### src/rtl/cam_row_writer.sv
// cam_row_writer: write-side controller for the CAM row array.
// Accepts write/invalidate requests, picks a row (explicit or lowest free),
// and sequences setup / write-enable / hold around a one-hot row enable.
// Owns the per-row valid bitmap used to gate the match lines.
//
// state | meaning
// ------+---------------------------------------------------------------
// IDLE  | ready for a request or a flush
// SETUP | row_wdata driven with the captured word, no enable yet
// WRITE | one-hot enable on the selected row (none for invalidate)
// HOLD  | enable dropped, data still held, response pulse on the outputs
module cam_row_writer #(
  parameter int ROW_NUM     = 68,
  parameter int ENTRY_WIDTH = 7,
  parameter int WORD_SIZE   = 16
) (
  input  logic                   clk,
  input  logic                   rst,
  input  logic                   flush,
  input  logic                   req_valid,
  output logic                   req_ready,
  input  logic                   req_op,
  input  logic                   req_addr_valid,
  input  logic [ENTRY_WIDTH-1:0] req_addr,
  input  logic [WORD_SIZE-1:0]   req_data,
  output logic [WORD_SIZE-1:0]   row_wdata,
  output logic [ROW_NUM-1:0]     row_write_en,
  output logic [ROW_NUM-1:0]     valid_array,
  output logic                   full,
  output logic                   resp_valid,
  output logic [ENTRY_WIDTH-1:0] resp_addr,
  output logic                   resp_err
);

  typedef enum logic [1:0] {
    IDLE  = 2'd0,
    SETUP = 2'd1,
    WRITE = 2'd2,
    HOLD  = 2'd3
  } state_t;

  state_t                 state;
  logic                   op_q;
  logic [ENTRY_WIDTH-1:0] row_q;

  logic                   transfer;
  logic                   free_found;
  logic [ENTRY_WIDTH-1:0] free_idx;
  logic [31:0]            addr_ext;
  logic                   sel_err;
  logic [ENTRY_WIDTH-1:0] sel_row;

  assign req_ready = (state == IDLE) & ~flush;
  assign transfer  = req_valid & req_ready;
  assign full      = &valid_array;
  // Widen before comparing so ROW_NUM == 2**ENTRY_WIDTH still works.
  assign addr_ext  = 32'(req_addr);

  // Lowest-index row whose valid bit is clear; scanning downward lets the
  // last hit (the lowest index) win.
  always_comb begin
    free_found = 1'b0;
    free_idx   = '0;
    for (int i = ROW_NUM - 1; i >= 0; i--) begin
      if (!valid_array[i]) begin
        free_found = 1'b1;
        free_idx   = ENTRY_WIDTH'(i);
      end
    end
  end

  // Row selection and error decision for the request being offered now.
  always_comb begin
    sel_row = '0;
    sel_err = 1'b0;
    if (req_addr_valid) begin
      sel_row = req_addr;
      sel_err = (addr_ext >= 32'(ROW_NUM));
    end else if (req_op) begin
      sel_err = 1'b1;
    end else begin
      sel_row = free_idx;
      sel_err = ~free_found;
    end
  end

  // Sequencer: state, captured request, registered row-bus and response outputs.
  always_ff @(posedge clk or posedge rst) begin
    if (rst) begin
      state        <= IDLE;
      op_q         <= 1'b0;
      row_q        <= '0;
      row_wdata    <= '0;
      row_write_en <= '0;
      valid_array  <= '0;
      resp_valid   <= 1'b0;
      resp_addr    <= '0;
      resp_err     <= 1'b0;
    end else begin
      case (state)
        IDLE: begin
          if (flush) begin
            valid_array <= '0;
          end else if (transfer) begin
            if (sel_err) begin
              // Rejected requests skip the row bus entirely.
              state      <= HOLD;
              resp_valid <= 1'b1;
              resp_err   <= 1'b1;
              resp_addr  <= '0;
            end else begin
              state     <= SETUP;
              op_q      <= req_op;
              row_q     <= sel_row;
              row_wdata <= req_data;
            end
          end
        end
        SETUP: begin
          if (!op_q) begin
            row_write_en <= {{(ROW_NUM-1){1'b0}}, 1'b1} << row_q;
          end
          state <= WRITE;
        end
        WRITE: begin
          row_write_en       <= '0;
          valid_array[row_q] <= ~op_q;
          state              <= HOLD;
          resp_valid         <= 1'b1;
          resp_err           <= 1'b0;
          resp_addr          <= row_q;
        end
        HOLD: begin
          resp_valid <= 1'b0;
          resp_err   <= 1'b0;
          state      <= IDLE;
        end
        default: begin
          state <= IDLE;
        end
      endcase
    end
  end

endmodule
### config.mk
export PLATFORM = sky130hd
export DESIGN_NAME = cam_row_writer
export DESIGN_NICKNAME = d
export VERILOG_FILES = /design/src/rtl/cam_row_writer.sv
export SDC_FILE = /design/constraint.sdc
export NUM_CORES = 1
export LEC_CHECK = 0
export ABC_AREA = 1
export BUFFER_PORTS_ARGS = -buffer_cell sky130_fd_sc_hd__buf_2
export CAP_MARGIN = 20
export CORE_ASPECT_RATIO = 1.5
export CORE_UTILIZATION = 47
export DETAILED_ROUTE_END_ITERATION = 10
export PLACE_DENSITY = 0.74
export RECOVER_POWER = 100
export SLEW_MARGIN = 15
export SYNTH_ARGS = -nofsm -noshare
export SYNTH_HDL_FRONTEND = slang
export SYNTH_SLANG_ARGS = --single-unit
### constraint.sdc
create_clock -name clk -period 4.8 [get_ports clk]
set_input_delay 0.48 -clock clk [delete_from_list [all_inputs] [get_ports clk]]
set_output_delay 0.48 -clock clk [all_outputs]
set_load 0.03 [all_outputs]
==> flow_summary.toml <==
[status]
status = "finished with violations"
violations = "max-capacitance violations, max-slew violations"

[finish]
regArea_um2 = 4280
nFillCells = 1684
final_nets = 1251
multi_input_comb_area_um2 = 3200
drive_above_1_share_pct = 6.83
synthToLayoutAreaGrowth_pct = 18.0
diodes = 0

[worst_hold_path]
hold_depth = 3
whs_endpoint = "row_wdata[0]"
hold_class = "primary input to flop"
worstHoldStart = "req_data[0]"

[worst_setup_path]
slowest_stage = "clkbuf_1"
cp_data_required_time_ps = 5140
path_max_fanout = 69
critPathMaxStageDelay_ps = 2090
worstSetupPathType = "flop to flop"
r2r_cells = 7
r2r_start = "state[0]"
cp_common_cell = "o21ai_0"
r2r-end = "row_write_en[29]"
crit_path_end_kind = "flop"
critPathLaunchType = "flop"
r2r_slack_ps = 530
cp_cell_sequence = "inv_1, ha_1, clkbuf_2, o21ai_0, clkbuf_1, nand2_1, o21ai_0"
crit_arrival_ps = 4600

[synthesis]
netlist_area_um2 = 8100
synth_edf_count = 0
synthCells = 1042
synth_area_leaders = "dfrtp_1 53%, nand2_1 14%, o21ai_0 8.1%, nor2_1 5.7%, inv_1 5.5%"
synth-main-ff-cell = "dfrtp_1"
synth_area_per_cell_um2 = 7.77
synth.ff_latch_count = 171
yosysWarnings = 0
async_flop_share_pct = 100
synth_seq_area_share_pct = 52.8
synth.most_common_cell = "nand2_1"
synth_fp_nets = 1075
synth_top_area_share_pct = 52.8
synth_top_cells_by_count = "309 x nand2_1, 171 x dfrtp_1, 131 x o21ai_0"
yosys.area.top_type = "dfrtp_1"
ys_types = 27

[pwr]
p_leak_nw = 4.17
finalPower_w = 0.00538
p_per_area_nw_per_um2 = 563
vdd_drop_max_mv = 0.471

[placement]
gp_congestion = 0.906
place_ws_ps = 806
dp.final_hpwl_um = 17000
place.port_buffers = 191

[cts]
clk_pin_slew_ps = 60
cts_max_level = 4
numCtsBuffers = 17
cts_buffer_depth = 2
cts_resized = 0
clock_sinks = 171
post-cts-setup-buffers = 0
cts-root-buf = "clkbuf_16"
cts_tree = "done"
ctsHoldBuffers = 0
clock_latency_ps = 430

[sta]
final-setup-viol-count = 0
holdWs_ps = 237
worst_slew_pin_slew_ps = 3820
layout_min_cycle_time_ps = 4270
tns_ps = 0
fmax_ghz = 0.234
layout_setup_ws_ps = 533
fin_worst_skew_ps = 7.14
rsz0062_at_grt = "no"
final-hold-violation-count = 0
period_share_pct = 88.9
maxSlewViolCount = 242
relSlewSlack_pct = -155

[drt]
ant_nets = 0
drtIter0Drc = 602
num_vias = 7732
routed_wl_um = 24400
post_drt_via_cell_ratio = 5.37
drc = 0
dr.pass1.iters = 5
avgRoutedWirePerCell_um = 16.9

[floorplan]
rows = 58
coreArea_um2 = 16800
ios = 192
die_w_um = 109
start_util_pct = 48.1
die_area_um2 = 17800
die_h_um = 163

[global_routing]
grt_usage_pct = 28.5
grtUsageMet1_pct = 35.0
antenna_found_initial = 0
grt_first_pass_wirelength_um = 38000
grtUsageMet3_pct = 5.36
grt_max_degree = 172
use_met2_pct = 47.3
grt_pass1_vias = 7427
grt_remaining_overflow = 0
busiest_layer = "met2"

[run]
cap_violations = 2
[routing by layer]
| metal | vias to the layer above | routed length, um |
|---|---|---|
| met5 | - | 0 |
| met2 | 305 | 12100 |
| li1 | 3709 | - |
| met3 | 65 | 1390 |
| met4 | 0 | 1060 |
| met1 | 3653 | 9790 |
[worst max path at each step]
stage / endpoint / from / cells past startpoint
final: row_write_en[29] / state[0] / 7
after global routing: row_q[0] / valid_array[67] / 69
after CTS: row_q[0] / valid_array[67] / 69
after detailed placement: row_q[0] / valid_array[67] / 69
after global placement: row_q[0] / valid_array[67] / 69
after floorplan: row_q[0] / valid_array[67] / 69
[layout by cell type (no fill, tap or decap)]
cell and count:
a211oi_1 1, a21oi_1 30, a21oi_2 1, a22oi_1 2, a31oi_1 1, a32oi_1 1, buf_2 47, buf_4 5
clkbuf_1 151, clkbuf_16 17, clkbuf_2 2, clkbuf_8 3, clkinv_1 4, clkinv_2 2, clkinvlp_2 1, clkinvlp_4 4
dfrtp_1 171, ha_1 4, inv_1 118, nand2_1 309, nand3_1 11, nand4_1 5, nor2_1 121, nor2_2 1
nor3_1 16, nor4_1 2, nor4b_1 1, o211ai_1 2, o21ai_0 132, o22ai_1 34, o2bb2ai_1 19, o31ai_1 10
o41ai_1 1, or2_2 1
[power by group]
group	switching, W	internal (W)
sequential	0.000188	0.00168
combinational	0.00178	0.000483
clock	0.000556	0.000698
[flip-flops by register name (all words and copies together), names as in the netlist]
name          cells
resp_addr         7
row_q             7
valid_array      68
resp_valid        1
row_wdata        16
op_q              1
resp_err          1
row_write_en     68
state             2
[critical path: cells and delay by family, from the launching register on]
kind,cells,cell delay [ps]
AO/OA/AOI/OAI,2,630
adder cells (fa/ha/maj),1,220
buffers and inverters,3,2710
flip-flops,1,380
AND/OR/NAND/NOR,1,140
[stage by stage]
| stage | util (%) | instance area (um^2) | instances |
|---|---|---|---|
| floorplan | - | 8100 | 1042 |
| global placement | 55.0 | 9250 | 1409 |
| detailed placement | 55.0 | 9250 | 1409 |
| CTS | 58.1 | 9780 | 1440 |
| global route | 56.8 | 9560 | 1440 |
| finish | 56.8 | 9560 | 1440 |
[cell type report]
type | instances | share of cell area [%]
multi-input cells | 705 | 33.5
repair buffers | 200 | 8.69
clock inverters | 6 | 0.419
inverters | 123 | 4.84
well taps | 210 | 2.75
clock buffers | 25 | 5.08
flip-flops and latches | 171 | 44.8
[cells by family after synthesis]
group	share of synthesized area, %
buffers and inverters	7.69
flip-flops	52.8
AND/OR/NAND/NOR	22.4
AO/OA/AOI/OAI	16.5
adder cells (fa/ha/maj)	0.618
No activity file was read; power rests on OpenSTA's default activity.
